$ cat config.mk
export PLATFORM = sky130hd
export DESIGN_NAME = cdb_arbiter
export DESIGN_NICKNAME = d
export VERILOG_FILES = /design/src/rtl/cdb_pkg.sv /design/src/rtl/cdb_arbiter_rr_picker.sv /design/src/rtl/cdb_arbiter.sv
export SDC_FILE = /design/constraint.sdc
export NUM_CORES = 1
export LEC_CHECK = 0
export ABC_CLOCK_PERIOD_IN_PS = 3370
export CORE_MARGIN = 5
export CORE_UTILIZATION = 38
export CTS_CLUSTER_SIZE = 28
export DETAILED_ROUTE_END_ITERATION = 6
export GPL_TIMING_DRIVEN = 0
export PLACE_DENSITY_LB_ADDON = 0.12
export SLEW_MARGIN = 40
export SYNTH_ARGS = -nofsm -noshare
export SYNTH_HDL_FRONTEND = slang
export SYNTH_SLANG_ARGS = --single-unit
$ cat constraint.sdc
create_clock -name Clock -period 3.37 [get_ports Clock]
set_clock_uncertainty 0.2 [all_clocks]
set_input_delay 1.011 -clock Clock [delete_from_list [all_inputs] [get_ports Clock]]
set_output_delay 1.011 -clock Clock [all_outputs]
set_load 0.05 [all_outputs]
$ cat src/rtl/cdb_pkg.sv
// Shared defaults for the common-data-bus arbiter: bus widths, unit count
// and the reserved "no producer" tag value.
package cdb_pkg;

  localparam int CDB_N_REQ  = 3;
  localparam int CDB_DATA_W = 16;
  localparam int CDB_TAG_W  = 3;

  // Tag 0 marks a result with no producing reservation station.
  localparam int NO_TAG = 0;

endpackage : cdb_pkg

$ cat src/rtl/cdb_arbiter_rr_picker.sv
// Combinational one-hot picker: the first eligible unit at or after start_i,
// ascending and wrapping from N-1 back to 0.
module rr_picker #(
  parameter int N     = 3,
  parameter int PTR_W = 2
) (
  input  logic [N-1:0]     elig_i,
  input  logic [PTR_W-1:0] start_i,
  output logic [N-1:0]     grant_o
);

  logic found;
  int   pos;

  // NOTE: every variable written here gets a default first, so no path leaves
  // a value unassigned and no latch is inferred.
  always_comb begin
    grant_o = '0;
    found   = 1'b0;
    pos     = 0;
    for (int k = 0; k < N; k++) begin
      pos = int'(start_i) + k;
      if (pos >= N) pos = pos - N;
      // Constant-index compare keeps the select width-clean after unrolling.
      for (int i = 0; i < N; i++) begin
        if (!found && (i == pos) && elig_i[i]) begin
          grant_o[i] = 1'b1;
          found      = 1'b1;
        end
      end
    end
  end

endmodule : rr_picker

$ cat src/rtl/cdb_arbiter.sv
// Common data bus arbiter: one registered broadcast per cycle from N_REQ units.
// Define CDB_ARB_RR_EN for round-robin selection; otherwise lowest index wins.
module cdb_arbiter
  import cdb_pkg::*;
#(
  parameter int N_REQ  = CDB_N_REQ,
  parameter int DATA_W = CDB_DATA_W,
  parameter int TAG_W  = CDB_TAG_W
) (
  input  logic                      Clock,
  input  logic                      Resetn,
  input  logic [N_REQ-1:0]          req,
  input  logic [N_REQ*TAG_W-1:0]    tag_in,
  input  logic [N_REQ*DATA_W-1:0]   data_in,
  input  logic                      cdb_hold,
  output logic [N_REQ-1:0]          grant,
  output logic                      cdb_valid,
  output logic [TAG_W-1:0]          cdb_tag,
  output logic [DATA_W-1:0]         cdb_data,
  output logic [15:0]               bcast_count
);

  localparam int PTR_W = (N_REQ > 1) ? $clog2(N_REQ) : 1;

  logic [N_REQ-1:0]  elig;
  logic [PTR_W-1:0]  start_ptr;
  logic [TAG_W-1:0]  win_tag;
  logic [DATA_W-1:0] win_data;

  logic              cdb_valid_q, cdb_valid_d;
  logic [TAG_W-1:0]  cdb_tag_q, cdb_tag_d;
  logic [DATA_W-1:0] cdb_data_q, cdb_data_d;
  logic [15:0]       bcast_count_q, bcast_count_d;

  // Reset and hold gate eligibility so grant is zero combinationally in both.
  always_comb begin
    for (int i = 0; i < N_REQ; i++) begin
      elig[i] = req[i] && (tag_in[i*TAG_W +: TAG_W] != TAG_W'(NO_TAG))
                && !cdb_hold && Resetn;
    end
  end

  rr_picker #(
    .N     (N_REQ),
    .PTR_W (PTR_W)
  ) u_picker (
    .elig_i  (elig),
    .start_i (start_ptr),
    .grant_o (grant)
  );

  always_comb begin
    win_tag  = '0;
    win_data = '0;
    for (int i = 0; i < N_REQ; i++) begin
      if (grant[i]) begin
        win_tag  = tag_in[i*TAG_W +: TAG_W];
        win_data = data_in[i*DATA_W +: DATA_W];
      end
    end
  end

  always_comb begin
    cdb_valid_d   = |grant;
    cdb_tag_d     = cdb_tag_q;
    cdb_data_d    = cdb_data_q;
    bcast_count_d = bcast_count_q;
    if (|grant) begin
      cdb_tag_d     = win_tag;
      cdb_data_d    = win_data;
      bcast_count_d = bcast_count_q + 16'd1;
    end
  end

  // NOTE: state registers use non-blocking assignments so every flop samples
  // the pre-edge values regardless of statement order.
  always_ff @(posedge Clock) begin
    if (!Resetn) begin
      cdb_valid_q   <= 1'b0;
      cdb_tag_q     <= '0;
      cdb_data_q    <= '0;
      bcast_count_q <= '0;
    end else begin
      cdb_valid_q   <= cdb_valid_d;
      cdb_tag_q     <= cdb_tag_d;
      cdb_data_q    <= cdb_data_d;
      bcast_count_q <= bcast_count_d;
    end
  end

`ifdef CDB_ARB_RR_EN
  logic [PTR_W-1:0] win_idx;
  logic [PTR_W-1:0] rr_ptr_q, rr_ptr_d;

  always_comb begin
    win_idx = '0;
    for (int i = 0; i < N_REQ; i++) begin
      if (grant[i]) win_idx = PTR_W'(i);
    end
  end

  // Pointer moves one past the winner; it only moves on an actual grant.
  always_comb begin
    rr_ptr_d = rr_ptr_q;
    if (|grant) begin
      rr_ptr_d = (win_idx == PTR_W'(N_REQ - 1)) ? '0 : win_idx + 1'b1;
    end
  end

  always_ff @(posedge Clock) begin
    if (!Resetn) rr_ptr_q <= '0;
    else         rr_ptr_q <= rr_ptr_d;
  end

  assign start_ptr = rr_ptr_q;
`else
  assign start_ptr = '0;
`endif

  assign cdb_valid   = cdb_valid_q;
  assign cdb_tag     = cdb_tag_q;
  assign cdb_data    = cdb_data_q;
  assign bcast_count = bcast_count_q;

endmodule : cdb_arbiter
==> results of run 1 <==
placed cells by master (no fill, tap or decap), types with 6 or more instances in the layout:
master	netlist	layout
a21oi_1	11	11
a221oi_1	16	16
buf_4	2	8
clkbuf_8	0	6
clkdlybuf4s50_1	0	86
dfxtp_1	36	36
dlygate4sd2_1	0	9
nand4_1	6	6
nor2_1	18	16
o21ai_0	6	6
o2bb2ai_1	16	16
o31ai_1	9	9
or4_1	6	6
logic make-up (layout without fill, tap and decap cells):
kind of cell	count (synthesis)	in the layout	synth area share
compound gates	70	70	0.3062
fa+ha+maj	1	1	0.007007
buf+inv	19	132	0.06026
flops	36	36	0.4036
mux	3	3	0.01682
simple gates	66	66	0.2060
area by class of cell:
type / instances / share of cell area
inverters: 5 / 0.007600
well taps: 54 / 0.02160
multi-input cells: 140 / 0.3224
plain buffers: 13 / 0.03240
repair buffers: 106 / 0.3348
flip-flops and latches: 36 / 0.2304
clock inverters: 3 / 0.02880
clock buffers: 5 / 0.02200
worst reg2reg max path: cells and delay by family, from the launching register on:
| family | cells | cell delay [ns] |
|---|---|---|
| buffers and inverters | 1 | 0.31 |
| and+or+nand+nor | 3 | 0.88 |
| AOI/OAI and AO/OA | 1 | 0.16 |
| DFF | 1 | 0.43 |
power breakdown:
| group | internal, W | switching (W) |
|---|---|---|
| logic | 0.000168 | 0.000213 |
| clock network | 0.000370 | 0.000160 |
| registers | 0.000459 | 0.0000239 |
| total | 0.000997 | 0.000397 |
state kept, by name, summed over array words and instances (netlist names):
name         flops
bcast_count     16
cdb_data        16
cdb_tag          3
cdb_valid        1
layer usage:
| metal | vias to the layer above | GRT usage |
|---|---|---|
| li1 | 996 | - |
| met1 | 932 | 0.2423 |
| met2 | 85 | 0.3031 |
| met3 | 4 | 0.06078 |
| met4 | 0 | 0.04021 |
| met5 | - | 0 |
timing repair:
action | CTS | global route
hold endpoints to repair | 0 | 0
pin swaps | 8 | 1
setup endpoints to repair | 3 | 2
buffers inserted | 5 | 0
resized for setup | 51 | 1
per-stage QoR:
stage	TNS (ns)	power, W
after global routing	-0.01667	0.001446
final	0	0.001394
after CTS	0	0.001403
after floorplan	-0.01591	0.0006961
after detailed placement	-3.649	0.0008674
after global placement	-3.628	0.0008646
final timing paths:
kind                       start              end  cells after the start
hold reg to reg     cdb_data[14]     cdb_data[14]                      1
hold / removal      cdb_data[14]     cdb_data[14]                      1
setup / recovery       tag_in[0]         grant[2]                      7
setup reg to reg  bcast_count[3]  bcast_count[13]                      5
==> results_dict.tcl, run 1 <==
set metrics [dict create \
    clock-sinks 36 \
    place_hpwl_um 4426 \
    routedWlPerCell_um 16.36 \
    clock_latency_ns 0.29 \
    drt_wl_total_um 5921 \
    ctsHtreeMaxLevel 2 \
    die_width_um 78.55 \
    drt_iter0_drc 67 \
    num_antenna_cells 0 \
    cts_tree "built" \
    synth_top_area_share 0.4036 \
    period_minus_slack_ns 3.338 \
    maxCapViolCount 0 \
    syn_nets 259 \
    syn2layout_area_growth_pct 75.19 \
    outcome "completed" \
    instances_no_fill 362 \
    final_util 0.6757 \
    cp_num_buf_inv 3 \
    route.met3.wl_um 562 \
    antenna_left 0 \
    hold_viol 0 \
    synth_cell_type_count 36 \
    cts-root-buf "clkbuf_8" \
    drc 0 \
    yosys.cell_count.top_type "dfxtp_1" \
    r2r_slack_ns 1.32 \
    synth-seq-cells 36 \
    rsz0062_at_grt "yes" \
    synthCells 195 \
    max_freq_mhz 299.6 \
    cp.arrival_ns 2.13 \
    holdWs_ns 0.2633 \
    dieHeight_um 78.55 \
    min_period_over_period 0.9904 \
    cp-start-kind "input pin" \
    slew_headroom 0.5979 \
    pre_cts_ws_ns -1.213 \
    io_buffer_count 101 \
    seqCellArea_um2 720.7 \
    numCtsBuffers 5 \
    yosysTopAreaCell "dfxtp_1" \
    crit_type "input pin to primary output" \
    syn_area_um2 1785 \
    syn_avg_cell_area_um2 9.156 \
    grt_first_pass_wirelength_um 9418 \
    rows 25 \
    ys_dominant_reg_cell "dfxtp_1" \
    crit_family "simple AND/OR/NAND/NOR gates" \
    antenna_found_initial 0 \
    dp_cells 350 \
    endpoint_kind "primary output" \
    synth-async-reset-ratio 0 \
    nets 371 \
    worst_pin_slew_ns 0.6032 \
    crit_path_frequent_cell "nand2_4" \
    met1_length_um 2556 \
    setup_violations 0 \
    grt.total_usage 0.1872 \
    cp_slowest_cell "or3_4" \
    place_area_um2 2890 \
    initial_core_util 0.3857 \
    n_fill_cell 379 \
    p_leak_nw 1.142 \
    crit_path_max_fanout 3 \
    clk_pin_slew_worst_paths_ns 0.08 \
    ys_top_cells_by_count "36 x dfxtp_1, 18 x nor2_1, 16 x a221oi_1, 16 x o2bb2ai_1, 11 x a21oi_1" \
    ys.warnings.count 0 \
    setup_slack_ns 0.03230 \
    grt_pass1_vias 1927 \
    drtPass1Iterations 4 \
    ctsHoldBuffers 0 \
    vdd_ir_drop_max_mv 0.3251 \
    synth_seq_area_share 0.4036 \
    clk_path_buf_depth 2 \
    met2WireLength_um 2767 \
    viasPerCell 5.572 \
    drive_gt1_frac 0.1201 \
    via_count 2017 \
    crit_required_ns 2.16 \
    finalMaxSlewViolations 0 \
    design_area_um2 3128 \
    core_area_um2 4629 \
    grt_remaining_overflow 0 \
    grt_start_max_net_pins 19 \
    top_layer "met4" \
    power_density_nw_per_um2 445.7 \
    crit_path_cell_trace "dlygate4sd2_1 > or3_4 > nand2_4 > clkbuf_8 > nand2_4 > nor2_4 > buf_8" \
    ys_top_cells_by_area "dfxtp_1 40%, a221oi_1 7.8%, o2bb2ai_1 7.8%, nor2_1 3.8%, o31ai_1 3.8%" \
    die-area_um2 6169 \
    synth_edf_count 0 \
    io_pins 102 \
    worst_hold_path_type "register to register" \
    multi_input_area_um2 1008 \
    max_stage_delay_ns 0.35 \
    gp_congestion 0.7633 \
]
No activity file was read; power rests on OpenSTA's default activity.
==> run 2: changes to the inputs <==
--- a/config.mk
+++ b/config.mk
@@ -5,7 +5,6 @@
 export SDC_FILE = /design/constraint.sdc
 export NUM_CORES = 1
 export LEC_CHECK = 0
-export ABC_CLOCK_PERIOD_IN_PS = 3370
 export CORE_MARGIN = 5
 export CORE_UTILIZATION = 38
 export CTS_CLUSTER_SIZE = 28
==> results of run 2 <==
Final layout, timing and power as in run 1 (identical DEF).
